`config.mk`:
```
export PLATFORM = sky130hd
export DESIGN_NAME = serial_full_subtractor
export DESIGN_NICKNAME = d
export VERILOG_FILES = /design/src/rtl/serial_full_subtractor.sv
export SDC_FILE = /design/constraint.sdc
export NUM_CORES = 1
export LEC_CHECK = 0
export BUFFER_PORTS_ARGS = -buffer_cell sky130_fd_sc_hd__buf_2
export CAP_MARGIN = 10
export CORE_MARGIN = 10
export CORE_UTILIZATION = 30
export DETAILED_ROUTE_END_ITERATION = 10
export GPL_TIMING_DRIVEN = 0
export PLACE_DENSITY = 0.56
export SLEW_MARGIN = 25
export SYNTH_ARGS = -nofsm -noshare
export SYNTH_HDL_FRONTEND = slang
export SYNTH_SLANG_ARGS = --single-unit
```
`constraint.sdc`:
```
create_clock -name clk -period 1.41 [get_ports clk]
set_input_delay 0.2115 -clock clk [delete_from_list [all_inputs] [get_ports clk]]
set_output_delay 0.2115 -clock clk [all_outputs]
set_load 0.01 [all_outputs]
```
`src/rtl/serial_full_subtractor.sv`:
```
// Bit-serial subtractor: diff = a - b - bin over WIDTH cycles with a single
// full-subtractor cell and a registered borrow, behind a start/busy/done handshake.
module serial_full_subtractor #(
    parameter int WIDTH = 8
) (
    input  logic             clk,
    input  logic             rst_n,
    input  logic             start,
    input  logic [WIDTH-1:0] a,
    input  logic [WIDTH-1:0] b,
    input  logic             bin,
    output logic             busy,
    output logic             done,
    output logic [WIDTH-1:0] diff,
    output logic             bout
);
    localparam int CW = $clog2(WIDTH) + 1;

    typedef enum logic [1:0] {IDLE, BUSY, DONE} state_t;

    state_t           state, state_nx;
    logic [WIDTH-1:0] a_sh, b_sh, r_sh;
    logic             br;
    logic [CW-1:0]    cnt;
    logic             d, br_next, last;

    // One full-subtractor cell operating on the current LSBs
    assign d       = a_sh[0] ^ b_sh[0] ^ br;
    assign br_next = (~a_sh[0] & b_sh[0]) | (~(a_sh[0] ^ b_sh[0]) & br);
    assign last    = (cnt == CW'(WIDTH - 1));

    always_ff @(posedge clk or negedge rst_n) begin
        if (!rst_n) state <= IDLE;
        else        state <= state_nx;
    end

    always_comb begin
        state_nx = state;
        case (state)
            IDLE:    if (start) state_nx = BUSY;
            BUSY:    if (last)  state_nx = DONE;
            DONE:    state_nx = IDLE;
            default: state_nx = IDLE;
        endcase
    end

    always_ff @(posedge clk or negedge rst_n) begin
        if (!rst_n) begin
            a_sh <= '0;
            b_sh <= '0;
            r_sh <= '0;
            br   <= 1'b0;
            cnt  <= '0;
            diff <= '0;
            bout <= 1'b0;
        end else begin
            case (state)
                IDLE: if (start) begin
                    a_sh <= a;
                    b_sh <= b;
                    br   <= bin;
                    cnt  <= '0;
                    r_sh <= '0;
                end
                BUSY: begin
                    r_sh <= {d, r_sh[WIDTH-1:1]};
                    a_sh <= a_sh >> 1;
                    b_sh <= b_sh >> 1;
                    br   <= br_next;
                    cnt  <= cnt + 1'b1;
                    // The final bit goes straight into diff so the result lands at the completing edge
                    if (last) begin
                        diff <= {d, r_sh[WIDTH-1:1]};
                        bout <= br_next;
                    end
                end
                default: ;
            endcase
        end
    end

    assign busy = (state == BUSY);
    assign done = (state == DONE);

endmodule
```
---- After elaboration in Yosys (flattened, before gate mapping) ----
Index checks and enable logic that the tools add are counted.
word-level totals
  register bits after elaboration ......... 40
  latch bits .............................. 0
  memory bits (writable) .................. 0
  memory bits (read-only) ................. 0
  input bits .............................. 20
  memories kept ........................... 0
cells by class
  $add $sub $neg .......................... 1
  multiply operators ...................... 0
  div/mod/pow operators ................... 0
  order comparisons ....................... 0
  equality and inequality tests ........... 5
  shift-type cells ........................ 0
  muxes and demuxes ....................... 13
  bitwise gates (word level) .............. 7
  reduce and logical (&&, ||, !) cells .... 5
operator list
  operator                                        number
  one-hot mux 8 bit (2 select lines)              3
  2-to-1 mux 8 bit                                3
  one-hot mux 4 bit (2 select lines)              1
  AND reduction 2 bit                             3
  adder 4 x 1 -> 4 bit (second input constant)    1
  == test 4 x 3 -> 1 bit (second input constant)  1
  2-to-1 mux 2 bit                                2
  2-to-1 mux 4 bit                                1
  one-hot mux 2 bit (2 select lines)              1
  bitwise AND 1 bit                               2
  == test 2 x 1 -> 1 bit (second input constant)  1
  == test 2 bit (second input constant)           1
  logical NOT 2 bit                               1
  != test 2 x 1 -> 1 bit (second input constant)  1
  != test 2 bit (second input constant)           1
  inverter 1 bit                                  2
  one-hot mux 1 bit (2 select lines)              1
  nonzero test 2 bit                              1
  bitwise XOR 1 bit                               2
  2-to-1 mux 1 bit                                1
  bitwise OR 1 bit                                1

---- Depth between registers and ports, before layout ----
  depth after elaboration ................. 5
  gate-level depth with buffers ........... 5
  depth with buffers taken out ............ 4

---- Worst setup path after synthesis ----
Ideal clock, no wire load.
  kind .................................... reg-to-reg
  start ................................... reg cnt[0]
  end ..................................... reg diff[0]
  setup time .............................. 125 ps
  data arrival time ....................... 1300 ps
  data required time ...................... 1285 ps
  path slack .............................. -15 ps
  stages on the path, launching flop included .. 5
  path buffers ............................ 0
  clock period less this slack ............ 1425 ps
  cells stage by stage .................... dfrtp_1 -> ha_1 -> nand2_1 -> nor3_4 -> mux2_2
on the way
  longest elaborated chain between the ends .. 2
RTL lines
  what                                  RTL line  source
  start: declaration                    24        logic [CW-1:0] cnt;
  start signal: assignment              70        cnt <= cnt + 1'b1;
  == test 4 x 3 -> 1 bit                30        assign last = (cnt == CW'(WIDTH - 1));
  AND reduction 2 bit (no source line)  n/a
  end signal: assignment                73        diff <= {d, r_sh[WIDTH-1:1]};
  end: declaration                      14        output logic [WIDTH-1:0] diff,
No other way between the ends.
A chain may end at the register's enable or synchronous reset.

---- Worst setup path after layout ----
  start ................................... reg state[1]
  end ..................................... reg diff[7]
on the way
  longest elaborated chain between the ends .. 2
RTL lines
  what                                  RTL line  source
  start: declaration                    21        state_t state, state_nx;
  start signal: assignment              34        else state <= state_nx;
  == test 2 x 1 -> 1 bit                57        case (state)
  AND reduction 2 bit (no source line)  n/a
No other way between the ends.

==> flow_summary.toml <==
[floorplan]
die_w_um = 96.4
die_y_um = 96.4
start_util_pct = 31.4
dieArea_sq_um = 9290
floorplan.rows = 27
num_io_pins = 31
core-area_sq_um = 5570

[setup_path]
r2r_cells = 4
start_kind = "flop"
reg2reg_from = "state[1]$_DFFE_PN0P_"
r2r-end = "diff[7]$_DFFE_PN0P_"
worstSetupPathType = "flop to flop"
crit_path_end_kind = "flop"
worst_ep_required_time_ns = 1.58
cp_max_fo = 5
r2r_slack_ns = -0.01
worst_ep_arrival_time_ns = 1.59

[yosys]
seq_area_frac_synth_pct = 55.8
ys_ff_latch = 39
syn_nets = 178
syn_area_per_cell_sq_um = 11.2
synth_top_cell_area_share_pct = 55.8
synth-async-reset-ratio_pct = 100
synth_edf_count = 0
synth_most_common_cell = "dfrtp_1"
synth_cell_type_count = 25
synth-main-ff-cell = "dfrtp_1"
synth_top_cell_by_area = "dfrtp_1"
ys_top_cells_by_count = "dfrtp_1 (39), o21ai_0 (17), a21oi_1 (16), nor2b_1 (16), a22oi_1 (14)"
netlist_instances = 156
netlist_top_cells_area = "dfrtp_1 (56%), a22oi_1 (6.0%), mux2_2 (5.8%)"
synth_area_sq_um = 1750
yosysWarningCount = 0

[final_layout]
drive_above_1_share_pct = 33.5
n_antenna_cell = 0
utilization_pct = 39.9
fin_area_sq_um = 2220
nNetsFinal = 227
syn_to_final_growth_pct = 27.0

[route]
drt_wl_total_um = 4220
drc_errors = 0
wl_per_cell_um = 15.2
dr.pass1.iters = 4
vias_per_cell = 4.91
ant_nets = 0
route.vias.total = 1364
initialDrtViolationCount = 53

[grt]
grt_pass1_wl_um = 6800
grt_pass1_vias = 1381
antenna_found_initial = 0
grt_overflow_total = 0
grt_util_all_layers_pct = 9.26
grt_start_max_net_pins = 40

[clock_tree]
hold_buffers = 0
clk_pin_slew_ns = 0.07
h-tree-depth = 2
ctsRootBufferMaster = "clkbuf_8"
cts_buffers = 5
cts_sinks = 39
cts_max_path_buffers = 2
clock_latency_ns = 0.29
cts_tree = "done"

[sta]
fin_crit_sh_pct = 101
clock.fmax_ghz = 0.704
slew_headroom_pct = 41.5
skew_ns = 0.00493
layout_setup_ws_ns = -0.0110
finalSetupViolCount = 4
worst_pin_slew_ns = 0.878
min_period_ns = 1.42
fin_tns_setup_ns = -0.0399
rsz0062_at_grt = "yes"
slew_viol_final = 0
hold_viol = 0

[pwr]
powerDensity_nw_per_um2 = 2170
p_leak_nw = 1.03
ir_worst_vdd_mv = 0.943

[placed_design]
pre_cts_slack_ns = -0.336
postPlaceCellArea_sq_um = 1990
dp_hpwl_um = 2740
portBuffers = 30
gp_congestion = 0.721

[outcome]
violations = "setup timing"
status = "finished, violations left"

[job]
cap_viol_max_count = 0

[min_path]
hold_class = "input port to async pin"
per-stage QoR:
stage	hold WS [ns]	power [mW]	std cells
floorplan	-0.0841	3.12	156
detailed placement	0.378	3.69	258
global route	0.104	5.18	278
finish	0.0399	4.81	278
CTS	0.0642	4.81	278
global placement	0.392	3.66	258
sequential cells by signal (all words and copies together) (netlist names):
name,cells
a_sh,8
b_sh,8
bout,1
br,1
cnt,4
diff,8
r_sh,7
state,2
report_power, final:
part	switching [mW]	total, mW	internal (mW)	leakage [nW]
clock network	0.376	0.723	0.347	0.0422
registers	0.347	1.94	1.59	0.503
logic	1.01	2.15	1.14	0.480
total	1.73	4.81	3.08	1.03
per-layer routing:
metal	GRT usage (%)	up-vias	share of wire [%]
met1	12.8	669	52
met5	0	-	0
li1	-	660	-
met3	2.85	7	5.2
met2	13.5	28	42
met4	2.91	0	1.2
kinds of logic after synthesis:
logic type | Yosys count | share of synthesized area [%]
DFF | 39 | 55.8
adders and majority gates | 2 | 1.86
buffers and inverters | 14 | 3.29
AOI/OAI and AO/OA | 61 | 22.2
and+or+nand+nor | 30 | 10.6
muxes | 10 | 6.36
cell usage in the layout, fill, tap and decap left out, types with 2 or more instances in the layout:
cell | synthesis | routed
buf_2 | 1 | 31
clkbuf_1 | 5 | 5
clkbuf_8 | 0 | 5
o21ai_0 | 17 | 15
mux2_4 | 0 | 4
dfrtp_1 | 39 | 39
nor2_1 | 2 | 2
nand3_1 | 3 | 3
buf_4 | 1 | 12
a21oi_1 | 16 | 16
a22oi_1 | 14 | 14
o21ai_1 | 1 | 3
buf_6 | 0 | 4
a2bb2oi_1 | 3 | 3
nand2_1 | 5 | 4
nor2b_1 | 16 | 16
inv_1 | 4 | 3
mux2_2 | 9 | 5
a22o_1 | 9 | 9
what timing repair did:
item / CTS / global route
setup endpoints to repair: 33 / 24
pin swaps: 1 / 1
buffers inserted: 12 / 1
gates resized for setup: 20 / 8
how the worst max path moves through the flow:
stage | from | endpoint | slack, ns | cells after the start
3_5_place_dp | state[1]$_DFFE_PN0P_ | done | -0.34 | 4
2_1_floorplan | cnt[0]$_DFFE_PN0P_ | diff[0]$_DFFE_PN0P_ | -0.01 | 4
5_1_grt | state[1]$_DFFE_PN0P_ | diff[7]$_DFFE_PN0P_ | -0.07 | 4
4_1_cts | state[1]$_DFFE_PN0P_ | done | -0.07 | 4
3_3_place_gp | state[1]$_DFFE_PN0P_ | done | -0.36 | 4
6_report | state[1]$_DFFE_PN0P_ | diff[7]$_DFFE_PN0P_ | -0.01 | 4
worst max-delay path: stages (launching register included):
cell	delay (ns)
dfrtp_1	0.43
nand2b_4	0.19
nor3_4	0.20
buf_6	0.16
mux2_2	0.33
final cells by class:
| cell class | count | area (sq um) |
|---|---|---|
| Clock inverter | 1 | 5.00 |
| Inverter | 4 | 17.5 |
| Sequential cell | 39 | 976 |
| Clock buffer | 7 | 76.3 |
| Buffer | 9 | 60.1 |
| Fill cell | 557 | 3350 |
| Tap cell | 72 | 90.1 |
| Timing Repair Buffer | 43 | 262 |
| Multi-Input combinational cell | 103 | 737 |
(Power assumes the default switching activity.)
